$ cat config.mk
export PLATFORM = sky130hd
export DESIGN_NAME = decoder_scan_nbit_flat
export DESIGN_NICKNAME = d
export VERILOG_FILES = /design/src/rtl/decoder_scan_nbit_if.sv /design/src/rtl/decoder_scan_nbit.sv /design/src/flat_wrapper.sv
export SDC_FILE = /design/constraint.sdc
export NUM_CORES = 1
export LEC_CHECK = 0
export ABC_AREA = 1
export BUFFER_PORTS_ARGS = -buffer_cell sky130_fd_sc_hd__buf_2
export CAP_MARGIN = 20
export CORE_MARGIN = 2
export CORE_UTILIZATION = 55
export CTS_BUF_LIST = sky130_fd_sc_hd__clkbuf_16
export DETAILED_ROUTE_END_ITERATION = 8
export PLACE_DENSITY = 0.79
export SYNTH_ARGS = -nofsm -noshare
export SYNTH_HDL_FRONTEND = slang
export SYNTH_SLANG_ARGS = --single-unit
$ cat constraint.sdc
create_clock -name clk -period 1.94 [get_ports clk]
set_input_delay 0.388 -clock clk [delete_from_list [all_inputs] [get_ports clk]]
set_output_delay 0.388 -clock clk [all_outputs]
set_load 0.02 [all_outputs]
$ cat src/rtl/decoder_scan_nbit_if.sv
// Control/output bundle for decoder_scan_nbit: the controller drives the master
// side, and the decoder presents the slave side.
interface decoder_scan_nbit_if #(
  parameter int N       = 3,
  parameter int DWELL_W = 8
);
  logic               enable;
  logic [1:0]         mode;
  logic [N-1:0]       a;
  logic [DWELL_W-1:0] dwell;
  logic [2**N-1:0]    y;
  logic [N-1:0]       idx;
  logic               step_pulse;
  logic               wrap_pulse;

  modport master (
    output enable, mode, a, dwell,
    input  y, idx, step_pulse, wrap_pulse
  );

  modport slave (
    input  enable, mode, a, dwell,
    output y, idx, step_pulse, wrap_pulse
  );
endinterface

$ cat src/rtl/decoder_scan_nbit.sv
// Registered N-to-2**N decoder with one-hot/thermometer codes and an auto-scan sequencer.
// Define DECODER_SCAN_PINGPONG_EN to make the scan bounce between the end indices instead of wrapping.
module decoder_scan_nbit #(
  parameter int N       = 3,
  parameter int DWELL_W = 8,
  parameter int DEAD    = 1
) (
  input logic               clk,
  input logic               reset,
  decoder_scan_nbit_if.slave bus
);
  localparam int W      = 2**N;
  localparam int DEAD_W = (DEAD > 0) ? $clog2(DEAD + 1) : 1;
  localparam logic [N-1:0] IDX_MAX = {N{1'b1}};

  typedef enum logic [1:0] {
    IDLE      = 2'd0,
    DIRECT    = 2'd1,
    SCAN_ON   = 2'd2,
    SCAN_DEAD = 2'd3
  } state_e;

  state_e             state_q;
  logic [N-1:0]       idx_q;
  logic [DWELL_W-1:0] cnt_q;
  logic [DEAD_W-1:0]  dead_q;
  logic [W-1:0]       y_q;
  logic               step_q;
  logic               wrap_q;

  logic [DWELL_W-1:0] dwell_ld_d;
  logic [N-1:0]       adv_idx_d;
  logic               adv_wrap_d;
  logic               entry_s;
  logic               adv_s;

  function automatic logic [W-1:0] code_f(input logic [N-1:0] k, input logic thermo);
    logic [W-1:0] v;
    v = '0;
    for (int i = 0; i < W; i++) begin
      v[i] = thermo ? (N'(i) <= k) : (N'(i) == k);
    end
    return v;
  endfunction

  assign dwell_ld_d = (bus.dwell == '0) ? DWELL_W'(1) : bus.dwell;

`ifdef DECODER_SCAN_PINGPONG_EN
  logic dir_q;
  logic adv_dir_d;

  // dir_q=1 means counting up; the endpoint turns around without repeating itself.
  always_comb begin
    adv_idx_d = idx_q;
    adv_dir_d = dir_q;
    if (dir_q) begin
      if (idx_q == IDX_MAX) begin
        adv_idx_d = idx_q - N'(1);
        adv_dir_d = 1'b0;
      end else begin
        adv_idx_d = idx_q + N'(1);
      end
    end else begin
      if (idx_q == '0) begin
        adv_idx_d = idx_q + N'(1);
        adv_dir_d = 1'b1;
      end else begin
        adv_idx_d = idx_q - N'(1);
      end
    end
    adv_wrap_d = (adv_idx_d == IDX_MAX) || (adv_idx_d == '0);
  end

  always_ff @(posedge clk) begin
    if (reset) begin
      dir_q <= 1'b1;
    end else if (entry_s) begin
      dir_q <= 1'b1;
    end else if (adv_s) begin
      dir_q <= adv_dir_d;
    end else begin
      dir_q <= dir_q;
    end
  end
`else
  always_comb begin
    adv_idx_d  = idx_q + N'(1);
    adv_wrap_d = (adv_idx_d == '0);
  end
`endif

  // Scan (re)entry and index advance are shared by several states, so decode them once.
  always_comb begin
    entry_s = 1'b0;
    adv_s   = 1'b0;
    if (bus.enable && bus.mode[1]) begin
      case (state_q)
        IDLE, DIRECT: entry_s = 1'b1;
        SCAN_ON:      adv_s   = (cnt_q <= DWELL_W'(1)) && (DEAD == 0);
        SCAN_DEAD:    adv_s   = (dead_q <= DEAD_W'(1));
        default:      adv_s   = 1'b0;
      endcase
    end else begin
      entry_s = 1'b0;
      adv_s   = 1'b0;
    end
  end

  always_ff @(posedge clk) begin
    if (reset) begin
      state_q <= IDLE;
      idx_q   <= '0;
      cnt_q   <= '0;
      dead_q  <= '0;
      y_q     <= '0;
      step_q  <= 1'b0;
      wrap_q  <= 1'b0;
    end else if (!bus.enable) begin
      state_q <= IDLE;
      y_q     <= '0;
      step_q  <= 1'b0;
      wrap_q  <= 1'b0;
    end else if (entry_s) begin
      state_q <= SCAN_ON;
      idx_q   <= '0;
      cnt_q   <= dwell_ld_d;
      y_q     <= code_f('0, bus.mode[0]);
      step_q  <= 1'b1;
      wrap_q  <= 1'b0;
    end else if (adv_s) begin
      state_q <= SCAN_ON;
      idx_q   <= adv_idx_d;
      cnt_q   <= dwell_ld_d;
      y_q     <= code_f(adv_idx_d, bus.mode[0]);
      step_q  <= 1'b1;
      wrap_q  <= adv_wrap_d;
    end else if (!bus.mode[1]) begin
      state_q <= DIRECT;
      idx_q   <= bus.a;
      y_q     <= code_f(bus.a, bus.mode[0]);
      step_q  <= 1'b0;
      wrap_q  <= 1'b0;
    end else begin
      step_q <= 1'b0;
      wrap_q <= 1'b0;
      case (state_q)
        SCAN_ON: begin
          // Reaching the last dwell cycle here implies DEAD>0; the DEAD==0 case advanced above.
          if (cnt_q > DWELL_W'(1)) begin
            cnt_q <= cnt_q - DWELL_W'(1);
            y_q   <= code_f(idx_q, bus.mode[0]);
          end else begin
            state_q <= SCAN_DEAD;
            dead_q  <= DEAD_W'(DEAD);
            y_q     <= '0;
          end
        end
        SCAN_DEAD: begin
          dead_q <= dead_q - DEAD_W'(1);
          y_q    <= '0;
        end
        default: begin
          state_q <= IDLE;
          y_q     <= '0;
        end
      endcase
    end
  end

  assign bus.y          = y_q;
  assign bus.idx        = idx_q;
  assign bus.step_pulse = step_q;
  assign bus.wrap_pulse = wrap_q;
endmodule

$ cat src/flat_wrapper.sv
// flat-port wrapper written by rule: the top's interface ports become plain ports
module decoder_scan_nbit_flat 
#(
  parameter int N       = 3,
  parameter int DWELL_W = 8,
  parameter int DEAD    = 1
)
  (clk, reset, bus_enable, bus_mode, bus_a, bus_dwell, bus_y, bus_idx, bus_step_pulse, bus_wrap_pulse);
  decoder_scan_nbit_if #(.N(N), .DWELL_W(DWELL_W)) bus_i ();
  input logic clk;
  input logic reset;
  input wire logic [$bits(bus_i.enable)-1:0] bus_enable;
  input wire logic [$bits(bus_i.mode)-1:0] bus_mode;
  input wire logic [$bits(bus_i.a)-1:0] bus_a;
  input wire logic [$bits(bus_i.dwell)-1:0] bus_dwell;
  output wire logic [$bits(bus_i.y)-1:0] bus_y;
  output wire logic [$bits(bus_i.idx)-1:0] bus_idx;
  output wire logic [$bits(bus_i.step_pulse)-1:0] bus_step_pulse;
  output wire logic [$bits(bus_i.wrap_pulse)-1:0] bus_wrap_pulse;
  assign bus_i.enable = bus_enable;
  assign bus_i.mode = bus_mode;
  assign bus_i.a = bus_a;
  assign bus_i.dwell = bus_dwell;
  assign bus_y = bus_i.y;
  assign bus_idx = bus_i.idx;
  assign bus_step_pulse = bus_i.step_pulse;
  assign bus_wrap_pulse = bus_i.wrap_pulse;
  decoder_scan_nbit #(.N(N), .DWELL_W(DWELL_W), .DEAD(DEAD)) u_core (.clk(clk), .reset(reset), .bus(bus_i));
endmodule
==> summary.md <==
| Metric | Value |
|---|---|
| Worst path bufs/invs | 2 |
| Largest net degree at the start of global routing | 13 |
| Data arrival, critical path | 1.94 ns |
| Max clock buf depth | 2 |
| Post-synth EDFFs | 0 |
| Main flop type after synthesis | dfxtp_1 |
| Slowest CP cell | dfxtp_1 |
| Vias | 1690 |
| Synthesized instance count | 253 |
| Clk_skew | 0.00163 ns |
| Max-cap violations | 0 |
| Critical Path RT | 2.13 ns |
| Max stage delay on crit path | 0.39 ns |
| Mapped Avg Cell Area | 6.37 um^2 |
| Top-area cell type share of the netlist area | 28.5% |
| Register area share after synthesis | 28.5% |
| Clk slew on worst S/H paths | 0.06 ns |
| Register area | 462 um^2 |
| Worst-Margin Slew | 0.602 ns |
| Final Hold Viols | 0 |
| Fin cells | 312 |
| Simple-Gate Fraction of Synth Area | 39.2% |
| Post-synthesis xor/xnor area fraction | 0% |
| Die Wd | 58.2 um |
| FMAX | 571 MHz |
| Post-synth ARST share | 0% |
| Core box area | 0.00278 mm^2 |
| Max Slew Vio Count | 0 |
| Placed cell area | 0.00176 mm^2 |
| WHS | 0.435 ns |
| First-pass GRT wire length | 6600 um |
| Worst Hold Class | in2reg |
| Vias in the first global route | 1460 |
| Leakage power | 0.903 nW |
| Worst reg2reg startpoint | u_core.cnt_q[0] |
| Post-layout min period | 1.75 ns |
| Initial antenna violation count | 0 |
| Placed insts | 308 |
| Synthesized flop and latch total | 23 |
| Setup CP Type | reg2reg |
| PD cells | 670 mW/mm^2 |
| Die extent in y | 58.2 um |
| Clk_lat worst skew | 0.25 ns |
| CTS tree | done |
| Peak supply drop | 0.541 mV |
| Crit path max fanout | 9 |
| Reg2reg path depth | 9 |
| Synth Cell Area | 0.00161 mm^2 |
| CTS hold repair buffers | 0 |
| H-Tree Depth | 1 |
| Global route overflow | 0 |
| Die area | 0.00338 mm^2 |
| GP Congestion | 0.922 |
| Setup TNS | 0 ns |
| Fin area | 0.00184 mm^2 |
| Element type at the critical path end | register |
| Routed vias/inst | 5.42 |
| Fillers | 234 |
| Area of the multi-input gates | 990 um^2 |
| Worst Hold Depth | 2 |
| Total number of yosys warnings | 0 |
| RSZ-0062 raised after global routing | no |
| Area grow syn2layout | 14.4% |
| # IOs | 29 |
| Mux contribution to synthesized area | 0% |
| Top post-synthesis cells by area | dfxtp_1 29%, nand2_1 16%, inv_1 7.2% |
| Post-DP HPWL | 2890 um |
| HP Start | bus_mode[1] |
| Reg-to-Reg End | u_core.cnt_q[3] |
| Largest area contributor in the netlist | dfxtp_1 |
| Final WL | 3830 um |
| CTS sink count | 23 |
| Post-route ant nets | 0 |
| Net count, final | 307 |
| Crit-path leading delay family | compound AO/OA/AOI/OAI gates |
| # DRC | 0 |
| CP cell instances | inv_1, ha_1, inv_1, nand2_1, nand2_1, nor2_4, a21oi_2, o21ai_0, a21oi_1 |
| Largest family of logic cells by synthesized area | simple AND/OR/NAND/NOR gates |
| FF-to-FF setup slack | 0.19 ns |
| Syn Nets | 278 |
| Row count | 19 |
| Slew margin rel. | 59.6% |
| DR pass1 iterations | 5 |
| Drt initial violations | 112 |
| Cell chosen for the clock root | clkbuf_16 |
| WHS Endpoint | u_core.state_q[0] |
| I/O Buffers | 28 |
| Netlist cell types | 27 |
| Setup Viol. Count Final | 0 |
| Initial Util | 58.0% |
| Routed wire length per instance | 12.3 um |
| Setup bufs post-CTS | 0 |
| Startpoint types | register |
| Synth Area in Adders | 6.98% |
| Compound-cell area share of the yosys netlist | 15.2% |
| GRT Util Overall | 25.1% |
| Tot Pwr | 1.24 mW |
| # diodes | 0 |
| Run status | finished clean |
| CTS Buf Count | 3 |
| Period utilization | 90.3% |
| Share of layout cells above drive strength 1 | 18.9% |
## metal layers
layer  global-route usage (%)  vias to the layer above  share of wire [%]
li1                         -                      876                  -
met2                     33.8                       76                 40
met4                     8.64                        0                1.4
met5                        0                        -                  0
met3                     4.91                        8                8.3
met1                     39.2                      730                 50
## layout by cell type, fill, tap and decap left out
cell	n
a21oi_1	15
a21oi_2	1
a22oi_1	1
a31oi_1	5
buf_2	28
buf_4	1
clkbuf_16	3
dfxtp_1	22
dfxtp_2	1
ha_1	9
inv_1	32
inv_2	3
nand2_1	69
nand2_2	5
nand3_1	19
nand3_2	2
nand4_1	5
nor2_1	25
nor2_2	2
nor2_4	5
nor3_1	4
nor4_1	1
o211ai_1	3
o21ai_0	16
o21ai_1	1
o21ai_2	1
o22ai_1	1
or2_2	1
## state kept, by name, indices dropped and copies added, names as in the netlist
signal	flops
u_core.bus.idx	3
u_core.bus.step_pulse	1
u_core.bus.wrap_pulse	1
u_core.bus.y	8
u_core.cnt_q	8
u_core.state_q	2
## cells in the mapped netlist, types with 2 or more instances
library cell and count:
nand3_1 19, a21oi_1 15, clkbuf_1 2, dfxtp_1 23, nor2_4 5, nor2_2 2
inv_1 31, nand4_1 5, nor3_1 4, nand3_2 2, o21ai_0 16, a31oi_1 5
nor2_1 25, nand2_1 69, nand2_2 5, ha_1 9, o211ai_1 3, inv_2 3
buf_6 2
## what timing repair did
item	in CTS	in global routing
setup endpoints to repair	0	1
gates resized for setup	0	1
endpoints found under the hold margin	0	0
## power by group
part	switching [mW]	internal [mW]	total, mW
Combinational	0.179	0.0971	0.276
Clock	0.165	0.275	0.440
Sequential	0.0240	0.495	0.519
Total	0.368	0.867	1.24
## through the flow
stage                     utilization (%)  setup slack, ns
after floorplan                         -            0.217
after global placement               63.4            0.217
after detailed placement             63.4            0.171
after CTS                            66.3            0.156
after global routing                 66.3           0.0378
final                                66.3            0.188
## area by class of cell
cell class / instances / area share (%)
Clock buffer: 3 / 4.07
Clock inverter: 1 / 0.204
Inverter: 34 / 6.92
Multi-Input combinational cell: 191 / 53.7
Sequential cell: 23 / 25.0
Tap cell: 31 / 2.10
Timing Repair Buffer: 29 / 8.01
## worst max-delay path by stage
| stage | depth (start not counted) | slack [ns] | endpoint | startpoint |
|---|---|---|---|---|
| after global routing | 9 | 0.04 | u_core.cnt_q[3] | u_core.cnt_q[0] |
| after detailed placement | 6 | 0.17 | u_core.bus.y[2] | u_core.bus.idx[0] |
| final | 9 | 0.19 | u_core.cnt_q[3] | u_core.cnt_q[0] |
| after global placement | 6 | 0.22 | u_core.bus.y[2] | u_core.bus.idx[0] |
| after floorplan | 11 | 0.22 | u_core.bus.y[4] | u_core.bus.idx[0] |
| after CTS | 6 | 0.16 | u_core.bus.y[2] | u_core.bus.idx[0] |
## cell families (layout without fill, tap and decap cells)
family	Yosys count	in the layout
adders and majority gates	9	9
AOI/OAI and AO/OA	44	44
buffers and inverters	39	67
and+or+nand+nor	138	138
DFF	23	23
Note: power is estimated with default switching activity, not from simulation.
